<file path="config.mk">
export PLATFORM = sky130hd
export DESIGN_NAME = controle_fluxo_agua_param
export DESIGN_NICKNAME = d
export VERILOG_FILES = /design/src/rtl/controle_fluxo_agua_param.sv
export SDC_FILE = /design/constraint.sdc
export NUM_CORES = 1
export LEC_CHECK = 0
export BUFFER_PORTS_ARGS = -buffer_cell sky130_fd_sc_hd__buf_2
export CAP_MARGIN = 20
export CORE_UTILIZATION = 59
export CTS_CLUSTER_DIAMETER = 30
export CTS_CLUSTER_SIZE = 14
export DETAILED_ROUTE_END_ITERATION = 8
export HOLD_SLACK_MARGIN = 0.06
export PLACE_DENSITY_LB_ADDON = 0.15
export SYNTH_ARGS = -nofsm -noshare
export SYNTH_HDL_FRONTEND = slang
export SYNTH_SLANG_ARGS = --single-unit
</file>
<file path="constraint.sdc">
create_clock -name clk -period 3.8 [get_ports clk]
set_clock_uncertainty 0.15 [all_clocks]
set_input_delay 0.38 -clock clk [delete_from_list [all_inputs] [get_ports clk]]
set_output_delay 0.38 -clock clk [all_outputs]
set_load 0.01 [all_outputs]
</file>
<file path="src/rtl/controle_fluxo_agua_param.sv">
// -----------------------------------------------------------------------------
// controle_fluxo_agua_param
//
// Tank-fill controller. Takes N_SENS raw level sensors (thermometer code, bit i
// set = water at or above sensor i), synchronises and debounces them, and drives
// a single inlet valve with hysteresis between LOW_LVL and HIGH_LVL. Flags an
// invalid sensor pattern and a fill that makes no progress for TIMEOUT_CYCLES.
//
// Ports:
//   clk         in   1        system clock, rising edge
//   rst_n       in   1        asynchronous active-low reset
//   enable      in   1        controller enable
//   sensor      in   N_SENS   raw asynchronous level sensors
//   fault_clr   in   1        one-cycle fault acknowledge
//   valve       out  1        1 = inlet valve open (registered, = state FILL)
//   level       out  LVL_W    debounced level, popcount of accepted vector
//   state       out  2        00 IDLE, 01 FILL, 10 FULL, 11 FAULT
//   fault_code  out  2        00 none, 01 invalid pattern, 10 fill timeout
//   fill_count  out  16       FILL->FULL count, saturating (only when
//                             CONTROLE_FLUXO_FILL_COUNT_EN is defined)
//
// Optional feature macro: CONTROLE_FLUXO_FILL_COUNT_EN
//
// Interface handshake: there is no valid/ready pair on this block. fault_clr is
// a plain level sampled on every rising edge; it only acts in FAULT with a
// valid accepted sensor vector, and is ignored everywhere else.
// The state output doubles as the debug view of the FSM.
// -----------------------------------------------------------------------------
module controle_fluxo_agua_param #(
   parameter int N_SENS         = 4,
   parameter int DEB_CYCLES     = 8,
   parameter int TIMEOUT_CYCLES = 1000,
   parameter int LOW_LVL        = 1,
   parameter int HIGH_LVL       = 4
) (
   input  logic                          clk,
   input  logic                          rst_n,
   input  logic                          enable,
   input  logic [N_SENS-1:0]             sensor,
   input  logic                          fault_clr,
   output logic                          valve,
   output logic [$clog2(N_SENS+1)-1:0]   level,
   output logic [1:0]                    state,
   output logic [1:0]                    fault_code
`ifdef CONTROLE_FLUXO_FILL_COUNT_EN
   ,
   output logic [15:0]                   fill_count
`endif
);

   localparam int LVL_W = $clog2(N_SENS + 1);
   localparam int DEB_W = $clog2(DEB_CYCLES + 1);
   localparam int TMO_W = $clog2(TIMEOUT_CYCLES + 1);

   typedef enum logic [1:0] {
      ST_IDLE  = 2'b00,
      ST_FILL  = 2'b01,
      ST_FULL  = 2'b10,
      ST_FAULT = 2'b11
   } state_t;

   // A thermometer code 2^k-1 is the only pattern where v & (v+1) is zero;
   // the all-ones vector wraps v+1 to zero and is accepted as well.
   function automatic logic is_thermo(input logic [N_SENS-1:0] v);
      logic [N_SENS-1:0] v_inc;
      v_inc = v + 1'b1;
      return ((v & v_inc) == '0);
   endfunction

   function automatic logic [LVL_W-1:0] popcount(input logic [N_SENS-1:0] v);
      logic [LVL_W-1:0] cnt;
      cnt = '0;
      for (int i = 0; i < N_SENS; i++) begin
         cnt = cnt + LVL_W'(v[i]);
      end
      return cnt;
   endfunction

   logic [N_SENS-1:0] r_sync1;
   logic [N_SENS-1:0] r_sync2;
   logic [N_SENS-1:0] r_sens_q;
   logic [DEB_W-1:0]  r_deb_cnt;
   logic [TMO_W-1:0]  r_tmo;
   logic [LVL_W-1:0]  r_level;
   state_t            r_state;
   logic              r_valve;
   logic [1:0]        r_fault_code;

   logic [DEB_W-1:0]  w_deb_nxt;
   logic              w_deb_hit;
   logic [LVL_W-1:0]  w_level_nxt;
   logic              w_lvl_up;
   logic              w_q_valid;
   logic [TMO_W-1:0]  w_tmo_inc;
   logic              w_tmo_exp;
   logic [TMO_W-1:0]  w_tmo_d;
   state_t            w_state_nxt;
   logic [1:0]        w_code_nxt;

   // ---------------------------------------------------------------------------
   // Debounce. r_sync1 is the sample about to enter r_sync2 (sens_s), so
   // comparing the two tells whether sens_s is about to change. The vector is
   // accepted on the edge the run counter reaches DEB_CYCLES, which together
   // with the two sync stages and the registered FSM gives a step-to-valve
   // latency of 2 + DEB_CYCLES + 1 edges.
   // ---------------------------------------------------------------------------
   always_comb begin
      w_deb_nxt = r_deb_cnt;
      if (r_sync1 != r_sync2) begin
         w_deb_nxt = '0;
      end else if (r_deb_cnt != DEB_W'(DEB_CYCLES)) begin
         w_deb_nxt = r_deb_cnt + 1'b1;
      end
   end

   assign w_deb_hit = (w_deb_nxt == DEB_W'(DEB_CYCLES));

   // Level follows the accepted vector only while that vector is a valid
   // thermometer code; otherwise it keeps the last valid value.
   always_comb begin
      w_level_nxt = r_level;
      if (w_deb_hit && is_thermo(r_sync2)) begin
         w_level_nxt = popcount(r_sync2);
      end
   end

   assign w_lvl_up  = (w_level_nxt > r_level);
   assign w_q_valid = is_thermo(r_sens_q);

   // A level increase on this edge restarts the no-progress timer, and it wins
   // over an expiry landing on the same edge.
   assign w_tmo_inc = w_lvl_up ? '0 : (r_tmo + 1'b1);
   assign w_tmo_exp = (w_tmo_inc == TMO_W'(TIMEOUT_CYCLES));

   // ---------------------------------------------------------------------------
   // FSM next state, priority: invalid pattern, timeout, enable low, level.
   // ---------------------------------------------------------------------------
   always_comb begin
      w_state_nxt = r_state;
      w_code_nxt  = r_fault_code;
      if (r_state == ST_FAULT) begin
         if (fault_clr && w_q_valid) begin
            w_state_nxt = ST_IDLE;
            w_code_nxt  = 2'b00;
         end
      end else if (!w_q_valid) begin
         w_state_nxt = ST_FAULT;
         w_code_nxt  = 2'b01;
      end else if ((r_state == ST_FILL) && w_tmo_exp) begin
         w_state_nxt = ST_FAULT;
         w_code_nxt  = 2'b10;
      end else if (!enable) begin
         w_state_nxt = ST_IDLE;
      end else begin
         case (r_state)
            ST_IDLE: if (r_level <  LVL_W'(LOW_LVL))  w_state_nxt = ST_FILL;
            ST_FILL: if (r_level >= LVL_W'(HIGH_LVL)) w_state_nxt = ST_FULL;
            ST_FULL: if (r_level <  LVL_W'(LOW_LVL))  w_state_nxt = ST_FILL;
            default: w_state_nxt = r_state;
         endcase
      end
   end

   // Timer restarts on entry to FILL and stays at zero outside FILL.
   always_comb begin
      w_tmo_d = '0;
      if ((w_state_nxt == ST_FILL) && (r_state == ST_FILL)) begin
         w_tmo_d = w_tmo_inc;
      end
   end

   always_ff @(posedge clk or negedge rst_n) begin
      if (!rst_n) begin
         r_sync1      <= '0;
         r_sync2      <= '0;
         r_sens_q     <= '0;
         r_deb_cnt    <= '0;
         r_tmo        <= '0;
         r_level      <= '0;
         r_state      <= ST_IDLE;
         r_valve      <= 1'b0;
         r_fault_code <= 2'b00;
      end else begin
         r_sync1      <= sensor;
         r_sync2      <= r_sync1;
         r_deb_cnt    <= w_deb_nxt;
         if (w_deb_hit) begin
            r_sens_q <= r_sync2;
         end
         r_level      <= w_level_nxt;
         r_tmo        <= w_tmo_d;
         r_state      <= w_state_nxt;
         r_valve      <= (w_state_nxt == ST_FILL);
         r_fault_code <= w_code_nxt;
      end
   end

   assign valve      = r_valve;
   assign level      = r_level;
   assign state      = r_state;
   assign fault_code = r_fault_code;

`ifdef CONTROLE_FLUXO_FILL_COUNT_EN
   // Completed fills; faults and fault_clr leave it alone.
   logic [15:0] r_fill_count;
   logic        w_fill_done;

   assign w_fill_done = (r_state == ST_FILL) && (w_state_nxt == ST_FULL);

   always_ff @(posedge clk or negedge rst_n) begin
      if (!rst_n) begin
         r_fill_count <= '0;
      end else if (w_fill_done && (r_fill_count != 16'hFFFF)) begin
         r_fill_count <= r_fill_count + 16'd1;
      end
   end

   assign fill_count = r_fill_count;
`else
   // Fill counter not built in this configuration.
`endif

endmodule
</file>
==> results.json <==
{
  "rsz0062_at_grt": "false",
  "final_nets": 219,
  "period_needed_ns": 3.56,
  "synth-async-reset-ratio_pct": 100,
  "cts_htree_levels": 2,
  "cp-startpoint": "r_deb_cnt[0]$_DFF_PN0_",
  "ys_seq_area_share_pct": 44.6,
  "power_mw": 0.770,
  "tightestPinTransition_ns": 0.737,
  "ys_top_cells_by_area": "dfrtp_1, ha_1, xnor2_1",
  "cp_max_fo": 11,
  "antenna_cells": 0,
  "slew_headroom_pct": 50.9,
  "nFillCells": 257,
  "root_buffer": "clkbuf_4",
  "vias": 1355,
  "setup_tns_ns": 0,
  "maxSlewViolCount": 0,
  "cp_cell_sequence": "inv_1 > ha_1 > nand2_1 > mux2i_1 > o21ai_1 > nand4_1 > mux2_2 > ha_1 > a21oi_1 > a21oi_2 > a2111o_1 > and4b_2 > buf_4 > nor3_1",
  "hold_violations": 0,
  "final_antenna_net_count": 0,
  "initial_utilization_pct": 62.4,
  "vias_per_cell": 5.53,
  "dieArea_um2": 3460,
  "io_pins": 16,
  "ys.flop_type": "dfrtp_1",
  "min_path_cells": 4,
  "reg2reg_depth": 14,
  "grt_usage_pct": 21.4,
  "leakagePower_nw": 0.981,
  "hpwl_um": 2360,
  "firstDrtPassIters": 4,
  "syn_area_um2": 1910,
  "synth_top_area_share_pct": 44.6,
  "gp_congestion": 0.833,
  "core-area_um2": 3050,
  "fmax_mhz": 281,
  "synth_edf_count": 0,
  "timing.rr.start": "r_deb_cnt[0]$_DFF_PN0_",
  "min_period_over_period_pct": 93.8,
  "cp.required_ns": 3.86,
  "slowest_delay_ns": 0.43,
  "fp.dieH_um": 58.8,
  "hold_path.class": "primary input to register",
  "grt_first_pass_wirelength_um": 5360,
  "ys_warn_count": 0,
  "crit_arrival_ns": 3.62,
  "powerDensity_nw_per_um2": 356,
  "overflow": 0,
  "cts_tree": "yes",
  "cts.sinks": 34,
  "outcome": "completed",
  "crit_slowest_cell": "dfrtp_1",
  "crit_path_end_kind": "register",
  "grt_pass1_vias": 1275,
  "worstHoldStart": "enable",
  "route.detailed.drc": 0,
  "synth_area_per_cell_um2": 10.8,
  "crit_buf_inv": 2,
  "finalSetupViolCount": 0,
  "crit_path_frequent_cell": "ha_1",
  "maxCapViolCount": 0,
  "numPortBuffers": 15,
  "dr.first_iter.drc_count": 61,
  "grt_start_max_net_pins": 35,
  "antenna_found_initial": 0,
  "area_delta_synth_final_pct": 13.6,
  "numCtsBuffers": 5,
  "ys_types": 48,
  "clock_path_buffers": 2,
  "cp_top_family": "simple AND/OR/NAND/NOR gates",
  "ys_seq_elements": 34,
  "path_clk_slew_ns": 0.11,
  "yosysTopAreaCell": "dfrtp_1",
  "ir_drop_mv": 0.277,
  "critPathKind": "register to register",
  "drive_gt1_share_pct": 26.4,
  "netlist_instances": 177,
  "wirelength_um": 3270,
  "rows": 20,
  "clock_latency_ns": 0.34,
  "cp.depth": 14,
  "cts_setup_buffers": 0,
  "syn_nets": 196,
  "die_width_um": 58.8,
  "setup.worst_path.start_class": "register",
  "post_drt_wl_per_cell_um": 13.4
}
==> worst register-to-register path, cell delays in order, from the launching register on <==
cell and delay (ns):
dfrtp_1 0.43, inv_1 0.10, ha_1 0.20, nand2_1 0.12, mux2i_1 0.21, o21ai_1 0.10
nand4_1 0.19, mux2_2 0.38, ha_1 0.30, a21oi_1 0.19, a21oi_2 0.09, a2111o_1 0.29
and4b_2 0.35, buf_4 0.23, nor3_1 0.08
==> sequential cells by signal, indices dropped and copies added (netlist names) <==
register and count:
r_deb_cnt 4, r_sync1 4, state 2, level 3, r_tmo 10, valve 1
r_sens_q 4, fault_code 2, r_sync2 4
==> synth_stat cells (2+ instances only) <==
library cell / number
dfrtp_1: 34
nand2_1: 15
inv_1: 11
ha_1: 10
xnor2_1: 10
mux2_2: 7
nor3_2: 7
a21oi_1: 6
nand3_1: 6
nor2_1: 6
nor2b_1: 5
nor3_1: 5
o21ai_0: 5
nand2b_1: 4
mux2i_1: 3
nand3b_1: 3
o211ai_1: 3
a21bo_2: 2
and3_1: 2
buf_4: 2
nand4_1: 2
nor4b_1: 2
or3_2: 2
==> metal layers <==
| layer | track usage [%] | up-vias | wire [um] |
|---|---|---|---|
| met5 | 0 | - | 0 |
| met4 | 7.48 | 0 | 42 |
| met3 | 6.59 | 6 | 107 |
| met2 | 36.9 | 20 | 1640 |
| met1 | 25.3 | 656 | 1480 |
| li1 | - | 673 | - |
==> per-stage QoR <==
stage | std cells | hold WS [ns] | cell area (um^2) | worst slack, ns | util, %
floorplan | 177 | -0.0656 | 1910 | 0.550 | -
global placement | 232 | 0.229 | 2000 | 0.251 | 65.4
detailed placement | 232 | 0.233 | 2000 | 0.156 | 65.4
CTS | 245 | 0.192 | 2160 | 0.123 | 70.7
global route | 245 | 0.208 | 2160 | 0.00858 | 70.9
finish | 245 | 0.202 | 2160 | 0.237 | 70.9
==> final timing paths <==
kind                                           to  slack (ns)
max                            r_tmo[9]$_DFF_PN0_        0.24
min                            state[1]$_DFF_PN0_        0.20
max reg2reg                    r_tmo[9]$_DFF_PN0_        0.24
min reg2reg                  r_sync2[2]$_DFF_PN0_        0.25
max in group asynchronous      r_tmo[1]$_DFF_PN0_        2.55
min in group asynchronous  r_deb_cnt[0]$_DFF_PN0_        0.47
==> report_power, final <==
part	leakage (nW)	switching [mW]	total, mW	internal [mW]
sequential	0.451	0.00865	0.377	0.369
clock	0.0585	0.127	0.350	0.223
combinational	0.472	0.0232	0.0427	0.0195
==> logic make-up (layout without fill, tap and decap cells) <==
| kind of cell | count (synthesis) | in the layout | share of synthesized area, % |
|---|---|---|---|
| compound gates | 26 | 26 | 9.52 |
| xor+xnor | 11 | 11 | 5.06 |
| fa+ha+maj | 11 | 11 | 7.62 |
| buf+inv | 17 | 41 | 5.06 |
| flops | 34 | 34 | 44.6 |
| mux | 10 | 10 | 5.71 |
| simple gates | 68 | 68 | 22.4 |
==> placed cells by master (no fill, tap or decap), types with 6 or more instances in the layout <==
cell type	n
dfrtp_1	34
nand2_1	15
buf_2	15
inv_1	11
xnor2_1	10
ha_1	10
mux2_2	7
nor3_2	7
nand3_1	6
==> layout make-up <==
cell class	instances	area (um^2)	area share (%)
Clock inverter	2	60.1	2.77
Sequential cell	34	851	39.3
Multi-Input combinational cell	126	966	44.6
Inverter	11	41.3	1.91
Clock buffer	6	51.3	2.37
Timing Repair Buffer	22	140	6.47
Tap cell	44	55.1	2.54
==> repair_timing <==
action / 4_1_cts / 5_1_grt
hold buffers: 5 / 0
endpoints found under the setup margin: 0 / 11
hold endpoints to repair: 38 / 0
gates resized for setup: 0 / 4
Note: power is estimated with default switching activity, not from simulation.
